<file path="src/rtl/led_pkg.sv">
// led_pkg: shared defaults and helpers for the LED fade PWM stage.
package led_pkg;
  localparam int PWM_BITS_DEF = 8;
  localparam int STEP_CYC_DEF = 19531;
  localparam int LED_NUM = 4;
  function automatic int dmax_of(input int bits);
    return (1 << bits) - 1;
  endfunction
endpackage

</file>
<file path="src/rtl/led_fade_pwm_if.sv">
// led_fade_pwm_if: pattern in, PWM drive and busy out.
interface led_fade_pwm_if
  import led_pkg::*;
  ();
  logic [LED_NUM-1:0] led_in;
  logic               fade_en;
  logic [LED_NUM-1:0] led_out;
  logic               busy;
  modport master (output led_in, fade_en, input led_out, busy);
  modport slave (input led_in, fade_en, output led_out, busy);
endinterface

</file>
<file path="src/rtl/led_fade_chan.sv">
// led_fade_chan: one channel duty ramp/snap, PWM compare and output flop.
module led_fade_chan
  import led_pkg::*;
#(
  parameter int PWM_BITS = PWM_BITS_DEF
) (
  input  logic                clk,
  input  logic                rst_n,
  input  logic                tgt_on,
  input  logic                fade_en,
  input  logic                tick,
  input  logic [PWM_BITS-1:0] pwm_cnt,
  output logic                led,
  output logic                mismatch
);
  localparam logic [PWM_BITS-1:0] DMAX = PWM_BITS'(dmax_of(PWM_BITS));
  logic [PWM_BITS-1:0] target, duty_q, duty_d;
  logic                led_q;
  always_comb begin
    target = tgt_on ? DMAX : '0;
    duty_d = !fade_en ? target :
             !tick ? duty_q :
             duty_q < target ? duty_q + 1'b1 :
             duty_q > target ? duty_q - 1'b1 : duty_q;
  end
  assign mismatch = duty_q != target;
  assign led = led_q;
  // Full duty is forced on so the pwm_cnt==DMAX slot never blinks off.
  always_ff @(posedge clk or negedge rst_n) begin
    if (!rst_n) begin
      duty_q <= '0;
      led_q  <= 1'b0;
    end else begin
      duty_q <= duty_d;
      led_q  <= (duty_q == DMAX) | (pwm_cnt < duty_q);
    end
  end
endmodule

</file>
<file path="src/rtl/led_fade_pwm.sv">
// led_fade_pwm: cross-fading PWM driver for the flow-LED pattern.
module led_fade_pwm
  import led_pkg::*;
#(
  parameter int                PWM_BITS = PWM_BITS_DEF,
  parameter int                STEP_W   = 16,
  parameter logic [STEP_W-1:0] STEP_CYC = STEP_W'(STEP_CYC_DEF)
) (
  input logic           sys_clk,
  input logic           sys_rst_n,
  led_fade_pwm_if.slave bus
);
  logic [PWM_BITS-1:0] pwm_cnt_q, pwm_cnt_d;
  logic [STEP_W-1:0]   step_cnt_q, step_cnt_d;
  logic                tick, busy_q;
  logic [LED_NUM-1:0]  led, mismatch;
  always_comb begin
    tick       = step_cnt_q == STEP_CYC - STEP_W'(1);
    step_cnt_d = tick ? '0 : step_cnt_q + 1'b1;
    pwm_cnt_d  = pwm_cnt_q + 1'b1;
  end
  always_ff @(posedge sys_clk or negedge sys_rst_n) begin
    if (!sys_rst_n) begin
      pwm_cnt_q  <= '0;
      step_cnt_q <= '0;
      busy_q     <= 1'b0;
    end else begin
      pwm_cnt_q  <= pwm_cnt_d;
      step_cnt_q <= step_cnt_d;
      busy_q     <= |mismatch;
    end
  end
  for (genvar i = 0; i < LED_NUM; i++) begin : g_chan
    led_fade_chan #(.PWM_BITS(PWM_BITS)) u_chan (
      .clk     (sys_clk),
      .rst_n   (sys_rst_n),
      .tgt_on  (bus.led_in[i]),
      .fade_en (bus.fade_en),
      .tick    (tick),
      .pwm_cnt (pwm_cnt_q),
      .led     (led[i]),
      .mismatch(mismatch[i])
    );
  end
  assign bus.led_out = led;
  assign bus.busy    = busy_q;
endmodule

</file>
<file path="src/flat_wrapper.sv">
// flat-port wrapper written by rule: the top's interface ports become plain ports
module led_fade_pwm_flat import led_pkg::*;
#(
  parameter int                PWM_BITS = PWM_BITS_DEF,
  parameter int                STEP_W   = 16,
  parameter logic [STEP_W-1:0] STEP_CYC = STEP_W'(STEP_CYC_DEF)
)
  (sys_clk, sys_rst_n, bus_led_in, bus_fade_en, bus_led_out, bus_busy);
  led_fade_pwm_if bus_i ();
  input logic sys_clk;
  input logic sys_rst_n;
  input wire logic [$bits(bus_i.led_in)-1:0] bus_led_in;
  input wire logic [$bits(bus_i.fade_en)-1:0] bus_fade_en;
  output wire logic [$bits(bus_i.led_out)-1:0] bus_led_out;
  output wire logic [$bits(bus_i.busy)-1:0] bus_busy;
  assign bus_i.led_in = bus_led_in;
  assign bus_i.fade_en = bus_fade_en;
  assign bus_led_out = bus_i.led_out;
  assign bus_busy = bus_i.busy;
  led_fade_pwm #(.PWM_BITS(PWM_BITS), .STEP_W(STEP_W), .STEP_CYC(STEP_CYC)) u_core (.sys_clk(sys_clk), .sys_rst_n(sys_rst_n), .bus(bus_i));
endmodule
</file>
<file path="config.mk">
export PLATFORM = sky130hd
export DESIGN_NAME = led_fade_pwm_flat
export DESIGN_NICKNAME = d
export VERILOG_FILES = /design/src/rtl/led_pkg.sv /design/src/rtl/led_fade_pwm_if.sv /design/src/rtl/led_fade_chan.sv /design/src/rtl/led_fade_pwm.sv /design/src/flat_wrapper.sv
export SDC_FILE = /design/constraint.sdc
export NUM_CORES = 1
export LEC_CHECK = 0
export ABC_AREA = 1
export CORE_ASPECT_RATIO = 0.5
export CORE_MARGIN = 10
export CORE_UTILIZATION = 30
export CTS_CLUSTER_SIZE = 8
export DETAILED_ROUTE_END_ITERATION = 10
export HOLD_SLACK_MARGIN = 0.02
export MAX_ROUTING_LAYER = met4
export PLACE_DENSITY_LB_ADDON = 0.3
export SLEW_MARGIN = 20
export SYNTH_ARGS = -nofsm -noshare
export SYNTH_HDL_FRONTEND = slang
export SYNTH_HIERARCHICAL = 1
export SYNTH_SLANG_ARGS = --single-unit
</file>
<file path="constraint.sdc">
create_clock -name sys_clk -period 5.73 [get_ports sys_clk]
set_clock_uncertainty 0.2 [all_clocks]
set_input_delay 1.4325 -clock sys_clk [delete_from_list [all_inputs] [get_ports sys_clk]]
set_output_delay 1.4325 -clock sys_clk [all_outputs]
set_load 0.02 [all_outputs]
</file>
==> impl_results.md <==
- Nets: 856
- Finish-stage setup viols: 0
- Routability cong.: 0.886
- Post-CTS resize count: 0
- Top post-synthesis cells by area: dfrtp_1 (26%), ha_1 (19%), nand2_1 (7.6%)
- Detailed-route vias per instance: 4.70
- Port Buffers: 11
- Critical path's top delay family: simple AND/OR/NAND/NOR gates
- Status: complete, no violations
- Buf/Inv on CP: 2
- Met1 usage: 0.138
- Top cell type's share of synthesized area: 0.261
- Max-slew violation count: 0
- Synth warnings: 6
- H-Tree Depth: 3
- DRT iter0 DRCs: 265
- GRT met3 Usage: 0.0191
- CTS tree: done
- Period utilisation layout: 0.729
- Synth Cell Area: 5850 um2
- Largest net degree at the start of global routing: 46
- PnR Total Power: 3.31 mW
- Die Wd: 217 um
- Clk buf depth: 2
- Power per cell area: 510 nW/um2
- Post-route design area: 6490 um2
- Total wire length: 13,000 um
- Root buffer cell: clkbuf_16
- Clock tree sinks: 61
- Max Cap Viol: 0
- RSZ-0062 raised after global routing: false
- Final hold vios: 0
- Filler cells: 1,992
- #FFs+latches synth: 61
- GRT busiest layer: met2
- Async SR Flop Fraction: 1.00
- # placed instances: 1,002
- Hold Crit Class: flip-flop to flip-flop
- Critical setup path kind: input port to flip-flop
- GRT overflow: 0
- Antenna-violating nets left: 0
- Core area: 18,700 um2
- Critical path capture point type: flip-flop
- Syn-to-layout area delta: 11.0%
- Postcts setup bufs: 0
- TritonCTS buffer count: 9
- Cell row count: 35
- Post-synth EDFFs: 0
- Non-Filler Instances: 1,017
- CP max FO: 11
- Most numerous cell in the Yosys netlist: nand2_1
- Netlist cell types: 31
- Max IR drop VDD: 0.178 mV
- Cells after synthesis: 738
- Die area: 25,800 um2
- Initial antenna violation count: 0
- Worst path required time: 5.73 ns
- Vias in the first global route: 4,742
- Largest area contributor in the synthesized netlist: dfrtp_1
- Maximum clock rate: 240 MHz
- Leak pwr: 3.04 nW
- Sequential-to-total area share from yosys stat: 0.261
- Clk Latency, worst-skew pair: 0.32 ns
- Initial Util: 0.312
- Clock-pin slew on the worst setup and hold paths: 0.05 ns
- DP Area: 6210 um2
- CTS Hold Bufs: 0
- First-pass GRT wire length: 23,000 um
- Worst EP arrival: 4.18 ns
- HPWL Detailed: 9830 um
- Mapped Nets: 840
- Drt pass-1 iters: 5
- CP max stage delay: 0.49 ns
- Antenna diodes: 0
- Total track usage: 0.108
- DRC viols: 0
- Post-layout util: 0.346
- GR Util met2: 0.176
- WL per Instance: 12.8 um
- Avg Inst Size Synth: 7.92 um2
- Synth Flop Type: dfrtp_1
- Worst slew margin: 0.607
- CP cell instances: clkdlybuf4s50_1 > inv_1 > ha_1 > a21o_1 > nor2_4 > nand2_4 > ha_1 > nand3_1 > nand3_1 > nand3_1 > nand2_1 > or2_2 > nand3_1 > a21oi_2
- Slew of the pin with the lowest slew margin: 0.590 ns
- Die Y: 119 um
- Critical path's slowest cell: clkdlybuf4s50_1
- IO Pins: 12
- Share of cells above drive strength 1: 0.149
- Vias: 4,782
- Top post-synthesis cells by count: nand2_1 (119), ha_1 (91), a21oi_1 (84), inv_1 (84), nand3_1 (71)
- Setup TNS: 0 ns
- Fin crit period: 4.18 ns
- Most frequent cell on the critical path: nand3_1
- Worst setup SP type: input port
-- report_power, final --
part           switching, mW  internal [mW]  total [mW]
logic                   1.21          0.855        2.07
clock network          0.182          0.325       0.507
registers              0.200          0.538       0.737
-- routing by layer --
metal	vias up	wire length, um
met5	-	0
met4	0	67
met3	6	276
met2	42	6160
met1	2196	6500
li1	2538	-
-- metrics by stage --
step	setup slack (ns)	hold slack [ns]
3_3_place_gp	1.26	0.298
2_1_floorplan	1.98	0.275
4_1_cts	1.54	0.322
3_5_place_dp	1.20	0.310
6_report	1.55	0.320
5_1_grt	1.34	0.359
-- cell usage in the layout (no fill, tap or decap), drive strengths merged --
cell | synthesis | layout
xor2 | 9 | 9
nand3 | 79 | 79
xnor2 | 3 | 3
inv | 93 | 93
nand4 | 15 | 15
o21ai | 25 | 25
clkinv | 0 | 1
a21oi | 112 | 112
or2 | 20 | 20
o22ai | 4 | 4
nor3 | 5 | 5
o21bai | 1 | 1
clkbuf | 0 | 14
ha | 91 | 91
nand2 | 138 | 138
fa | 4 | 4
dfrtp | 61 | 61
clkdlybuf4s50 | 0 | 9
a21o | 4 | 4
nor2 | 62 | 62
o211ai | 4 | 4
buf | 8 | 4
-- logic make-up after synthesis --
family                   share of synthesized area
XOR/XNOR                                    0.0180
buffers and inverters                       0.0726
AO/OA/AOI/OAI                                0.151
AND/OR/NAND/NOR                              0.289
adder cells (fa/ha/maj)                      0.208
flip-flops                                   0.261
-- final timing paths --
check	from	to	slack, ns	cells past startpoint
max in group asynchronous	sys_rst_n	u_core/g_chan[0].u_chan/duty_q[2]$_DFFE_PN0P_	3.51	2
min in group asynchronous	sys_rst_n	u_core/g_chan[3].u_chan/duty_q[7]$_DFFE_PN0P_	0.86	1
setup reg to reg	u_core/g_chan[1].u_chan/duty_q[5]$_DFFE_PN0P_	u_core/g_chan[1].u_chan/duty_q[6]$_DFFE_PN0P_	2.88	12
hold reg to reg	u_core/step_cnt_q[15]$_DFF_PN0_	u_core/step_cnt_q[15]$_DFF_PN0_	0.32	2
hold / removal	u_core/step_cnt_q[15]$_DFF_PN0_	u_core/step_cnt_q[15]$_DFF_PN0_	0.32	2
setup / recovery	bus_led_in[0]	u_core/g_chan[0].u_chan/duty_q[5]$_DFFE_PN0P_	1.55	14
-- cell type report --
| class | count | area, um2 | area share |
|---|---|---|---|
| Clock inverter | 1 | 5.00 | 0.000771 |
| Tap cell | 259 | 324 | 0.0499 |
| Inverter | 93 | 349 | 0.0538 |
| Clock buffer | 14 | 274 | 0.0422 |
| Timing Repair Buffer | 13 | 115 | 0.0177 |
| Multi-Input combinational cell | 576 | 3890 | 0.600 |
| Sequential cell | 61 | 1530 | 0.235 |
-- worst register-to-register path: cells and delay by family (launching register included) --
kind / cells / cell delay [ns]
compound gates: 3 / 0.43
simple gates: 7 / 0.91
fa+ha+maj: 2 / 0.72
flops: 1 / 0.47
-- flip-flops by register name, indices dropped and copies added (netlist names) --
name / flops
u_core/g_chan.u_chan/duty_q: 32
u_core/step_cnt_q: 16
u_core/pwm_cnt_q: 8
u_core/g_chan.u_chan/led: 4
u_core/bus.busy: 1
(Power assumes the default switching activity.)
